$ cat src/rtl/mux_scan_pkg.sv
// Shared constants, types and helpers for the mux_scan channel scanner.
// Mode encodings are also used by any block that drives mux_scan.mode.
package mux_scan_pkg;

  localparam logic MODE_MANUAL = 1'b0;
  localparam logic MODE_AUTO   = 1'b1;

  // Per-edge decision taken by the auto-scan logic.
  typedef enum logic [1:0] {
    SCAN_IDLE    = 2'd0,
    SCAN_DWELL   = 2'd1,
    SCAN_ADVANCE = 2'd2,
    SCAN_SKIP    = 2'd3
  } scan_action_e;

  // Channel-index width: never narrower than one bit.
  function automatic int sel_width(input int channels);
    return (channels > 1) ? $clog2(channels) : 1;
  endfunction

endpackage

$ cat src/rtl/mux_scan_next.sv
// Round-robin search for the next enabled channel strictly above cur,
// wrapping to 0; cur itself is only returned when it is the sole candidate.
module mux_scan_next
  import mux_scan_pkg::*;
#(
  parameter  int CHANNELS = 4,
  localparam int SEL_W    = sel_width(CHANNELS)
) (
  input  logic [SEL_W-1:0]    cur,
  input  logic [CHANNELS-1:0] enable_mask,
  output logic [SEL_W-1:0]    next_chan,
  output logic                any_enabled
);

  logic [2*CHANNELS-1:0] mask_dbl;
  logic [CHANNELS-1:0]   mask_rot;
  logic                  found;
  int                    offset;
  int                    target;

  // Bit j of mask_rot is the enable of channel (cur + 1 + j) mod CHANNELS.
  assign mask_dbl    = {enable_mask, enable_mask};
  assign mask_rot    = mask_dbl[int'(cur) + 1 +: CHANNELS];
  assign any_enabled = |enable_mask;

  always_comb begin
    found  = 1'b0;
    offset = 0;
    for (int j = 0; j < CHANNELS; j++) begin
      if (!found && mask_rot[j]) begin
        found  = 1'b1;
        offset = j;
      end
    end

    target = int'(cur) + 1 + offset;
    if (target >= CHANNELS) begin
      target = target - CHANNELS;
    end

    next_chan = cur;
    if (found) begin
      next_chan = SEL_W'(target);
    end
  end

endmodule

$ cat src/rtl/mux_scan.sv
// Registered N-to-1 channel multiplexer with manual select and an auto-scan
// mode that dwells DWELL cycles per enabled channel.
module mux_scan
  import mux_scan_pkg::*;
#(
  parameter  int WIDTH    = 8,
  parameter  int CHANNELS = 4,
  parameter  int DWELL    = 4,
  localparam int SEL_W    = sel_width(CHANNELS)
) (
  input  logic                      clock,
  input  logic                      reset,
  input  logic [CHANNELS*WIDTH-1:0] data_in,
  input  logic                      mode,
  input  logic [SEL_W-1:0]          sel,
  input  logic [CHANNELS-1:0]       enable_mask,
  input  logic                      hold,
  output logic [WIDTH-1:0]          data_out,
  output logic [SEL_W-1:0]          chan_out,
  output logic                      out_valid,
  output logic                      chan_change
);

  localparam int                DCNT_W    = (DWELL > 1) ? $clog2(DWELL) : 1;
  localparam logic [DCNT_W-1:0] DCNT_LAST = DCNT_W'(DWELL - 1);

  logic [SEL_W-1:0]  cur;
  logic [SEL_W-1:0]  cur_n;
  logic [DCNT_W-1:0] dcnt;
  logic [DCNT_W-1:0] dcnt_n;
  logic [SEL_W-1:0]  next_chan;
  logic              any_enabled;
  logic              sel_ok;
  logic              valid_n;
  scan_action_e      action;

  mux_scan_next #(
    .CHANNELS (CHANNELS)
  ) u_next (
    .cur         (cur),
    .enable_mask (enable_mask),
    .next_chan   (next_chan),
    .any_enabled (any_enabled)
  );

  assign sel_ok = (int'(sel) < CHANNELS);

  // out_valid qualifies data_out/chan_out in the same cycle: it is high only
  // when the presented channel is enabled and was reached by a legal select.
  assign valid_n = enable_mask[cur] & ~((mode == MODE_MANUAL) & ~sel_ok);

  // Manual mode parks dcnt at 0, so entering auto always starts a fresh dwell.
  always_comb begin
    cur_n  = cur;
    dcnt_n = dcnt;
    action = SCAN_IDLE;

    if (mode == MODE_AUTO) begin
      if (!any_enabled) begin
        action = SCAN_IDLE;
      end else if (!enable_mask[cur]) begin
        action = SCAN_SKIP;
      end else if (hold) begin
        action = SCAN_IDLE;
      end else if (dcnt == DCNT_LAST) begin
        action = SCAN_ADVANCE;
      end else begin
        action = SCAN_DWELL;
      end

      case (action)
        SCAN_DWELL: begin
          dcnt_n = dcnt + 1'b1;
        end
        SCAN_ADVANCE, SCAN_SKIP: begin
          cur_n  = next_chan;
          dcnt_n = '0;
        end
        default: begin
          cur_n  = cur;
          dcnt_n = dcnt;
        end
      endcase
    end else begin
      dcnt_n = '0;
      if (sel_ok) begin
        cur_n = sel;
      end
    end
  end

  always_ff @(posedge clock) begin
    if (reset) begin
      cur         <= '0;
      dcnt        <= '0;
      data_out    <= '0;
      chan_out    <= '0;
      out_valid   <= 1'b0;
      chan_change <= 1'b0;
    end else begin
      cur         <= cur_n;
      dcnt        <= dcnt_n;
      data_out    <= data_in[int'(cur)*WIDTH +: WIDTH];
      chan_out    <= cur;
      out_valid   <= valid_n;
      chan_change <= (cur != chan_out);
    end
  end

endmodule

$ cat config.mk
export PLATFORM = sky130hd
export DESIGN_NAME = mux_scan
export DESIGN_NICKNAME = d
export VERILOG_FILES = /design/src/rtl/mux_scan_pkg.sv /design/src/rtl/mux_scan_next.sv /design/src/rtl/mux_scan.sv
export SDC_FILE = /design/constraint.sdc
export NUM_CORES = 1
export LEC_CHECK = 0
export ABC_AREA = 1
export CAP_MARGIN = 20
export CORE_MARGIN = 2
export CORE_UTILIZATION = 40
export DETAILED_ROUTE_END_ITERATION = 10
export HOLD_SLACK_MARGIN = 0.03
export MAX_ROUTING_LAYER = met4
export PLACE_DENSITY_LB_ADDON = 0.15
export SYNTH_ARGS = -nofsm -noshare
export SYNTH_HDL_FRONTEND = slang
export SYNTH_HIERARCHICAL = 1
export SYNTH_SLANG_ARGS = --single-unit
$ cat constraint.sdc
create_clock -name clock -period 2.1 [get_ports clock]
set_input_delay 0.525 -clock clock [delete_from_list [all_inputs] [get_ports clock]]
set_output_delay 0.525 -clock clock [all_outputs]
set_load 0.05 [all_outputs]
==> results.md, run 1 <==
* Status: completed
* WHS Path Cells at 2
* Clock Sink Count at 16
* Root Buffer: clkbuf_4
* CP Capture Type: primary output
* Crit path largest cell delay at 810 ps
* Final WS setup at 126 ps
* Layout Nets at 280
* Post-Synthesis Cells at 177
* Pre-antenna DRT Iters at 4
* Tot GR Track Use at 21.7%
* Critical-path cell list: clkdlybuf4s50_1
* Max_slew headroom at 65.3%
* Die area at 0.00320 mm^2
* Worst hold slack at 473 ps
* Worst-Margin Slew at 519 ps
* Post-synth ARST share at 0%
* Filler cell count at 250
* Routed WL at 3210 um
* Multi-input logic area at 696 um^2
* Antenna viol nets, final at 0
* CP Max Fanout at 2
* Post-DP HPWL at 2450 um
* Worst-path cell with the longest stage delay: clkdlybuf4s50_1
* Bufs and invs on worst path at 1
* Minimum clock period at 1970 ps
* Initial antenna violation count at 0
* Final core utilization at 63.9%
* Synthesized cell area at 0.00110 mm^2
* Largest net degree at the start of global routing at 22
* Clock skew at 1.74 ps
* Reg2Reg Capture Point: cur[1]$_SDFFE_PP0P_
* Worst setup SP type: register
* CTS tree: built
* Syn. warnings at 6
* Tot Pwr at 1.42 mW
* Area growth syn-to-layout at 55.3%
* DRC errors left at 0
* Worst reg2reg path depth at 15
* Post-synth EDFFs at 0
* I/O pin cnt at 54
* Worst reg2reg setup slack at 230 ps
* Initial DRC count at 59
* Via count at 1353
* RSZ-0062 raised after global routing: false
* Final Hold Viols at 0
* Core Box Area at 0.00269 mm^2
* Wire per inst at 12.1 um
* Hold-fix buffers, CTS at 0
* Synth top area cells: dfxtp_1, nor2_1, nand2_1
* Placement Cell Area at 0.00168 mm^2
* Slew Viols, Final at 0
* Register area at 322 um^2
* Gr ovfl total at 0
* CP top delay family: buffers and inverters
* Worst hold start: dcnt[0]$_SDFFE_PP0P_
* Max Freq at 0.507 GHz
* Final Cycle Share at 94.0%
* First-pass GRT wire length at 5400 um
* # diodes at 0
* Leak pwr at 0.763 nW
* CTS H-tree depth at 1
* Initial core utilization at 41.1%
* Number of instances in the placed design at 262
* Dominant synthesized flop cell: dfxtp_1
* CTS clk-pin slew, worst paths at 90 ps
* Die width at 56.6 um
* Worst skew pair latency at 280 ps
* Placer Congestion at 0.845
* Inserted Clock Buffers at 3
* Cell taking the most area after synthesis: dfxtp_1
* Setup CP Type: register to primary output
* Post-synth net total at 221
* Netlist cell types at 20
* Final Non-Filler Cells at 266
* Reg2reg start: cur[1]$_SDFFE_PP0P_
* Max-Cap Viols at 0
* Hold crit path type: register to register
* Post-synthesis sequential area ratio at 29.0%
* Layout cells sized above 1 at 13.2%
* Vias in the first global route at 1281
* Vias/cell at 5.09
* Setup TNS at 0 ps
* Placement Setup Slack at -338 ps
* # port buffers at 53
* Row cnt at 19
* Die Height at 56.6 um
* Synth top area share at 29.0%
* Worst Hold End: dcnt[0]$_SDFFE_PP0P_
* Worst EP arrival at 1450 ps
* Design Area, Final at 0.00172 mm^2
* Yosys reg bits at 16
* CP Data Required Time at 1570 ps
* Final setup vio count at 0
* Power Dens Cells at 828 mW/mm^2
* Maximum VDD drop at 0.572 mV
* Syn_area_per_cell at 6.24 um^2
* Clock Path Buffers at 2
[flip-flops by register name (all words and copies together) (netlist names)]
signal / flops
out_valid: 1
cur: 2
chan_out: 2
data_out: 8
dcnt: 2
chan_change: 1
[Yosys cell counts, types with 3 or more instances]
cell and count:
nor2_1 42, nand2_1 38, o21ai_0 17, dfxtp_1 16
a21oi_1 13, nand3_1 12, inv_1 7, nand2_2 7
nand3_2 6, buf_6 3, inv_2 3
[repair_timing]
item / 4_1_cts / 5_1_grt
pin swaps: 0 / 0
setup buffers: 0 / 0
gates resized for setup: 4 / 1
endpoints found under the setup margin: 1 / 1
[cells by family after synthesis]
kind of cell / count (synthesis) / synth area share (%)
AO/OA/AOI/OAI: 31 / 14.3
XOR/XNOR: 2 / 1.59
adder cells (fa/ha/maj): 2 / 2.26
buffers and inverters: 17 / 8.04
flip-flops: 16 / 29.0
AND/OR/NAND/NOR: 109 / 44.8
[area by class of cell]
class / count / share of cell area, %
clock buffers: 4 / 2.12
multi-input cells: 144 / 40.6
flip-flops and latches: 16 / 18.7
well taps: 31 / 2.26
repair buffers: 61 / 34.1
inverters: 10 / 2.19
[cell usage in the layout (no fill, tap or decap), drive strengths merged]
cell type	count
dfxtp	16
clkbuf	4
buf	8
nor2	43
nand4	1
a21oi	13
nand3b	1
a21boi	1
xnor2	2
o21ai	17
clkdlybuf4s50	49
nand3	18
inv	10
dlygate4sd2	4
nand2	46
ha	2
[power breakdown]
group / internal [mW] / switching, mW / total, mW
registers: 0.360 / 0.0287 / 0.388
clock network: 0.105 / 0.0966 / 0.202
logic: 0.331 / 0.498 / 0.829
total: 0.796 / 0.624 / 1.42
[routing by layer]
metal | vias to the layer above | GRT usage (%) | wire length, um | share of wire, %
met4 | 0 | 5.78 | 25 | 0.78
met2 | 55 | 36.7 | 1620 | 50
met1 | 604 | 25.2 | 1330 | 42
met3 | 6 | 5.76 | 230 | 7.2
met5 | - | - | 0 | 0
li1 | 688 | - | - | -
[worst max-delay path by stage]
stage	from	endpoint	cells past startpoint
2_1_floorplan	cur[0]$_SDFFE_PP0P_	cur[1]$_SDFFE_PP0P_	15
3_3_place_gp	enable_mask[2]	cur[1]$_SDFFE_PP0P_	16
3_5_place_dp	enable_mask[1]	cur[1]$_SDFFE_PP0P_	16
4_1_cts	chan_out[1]$_SDFF_PP0_	chan_out[1]	1
5_1_grt	cur[0]$_SDFFE_PP0P_	cur[1]$_SDFFE_PP0P_	16
6_report	chan_out[1]$_SDFF_PP0_	chan_out[1]	1
No activity file was read; power rests on OpenSTA's default activity.
==> run 2, diff against run 1 <==
GPL_ROUTABILITY_DRIVEN = 0   (was default)
==> results of run 2 <==
Final layout, timing and power as in run 1 (identical DEF).
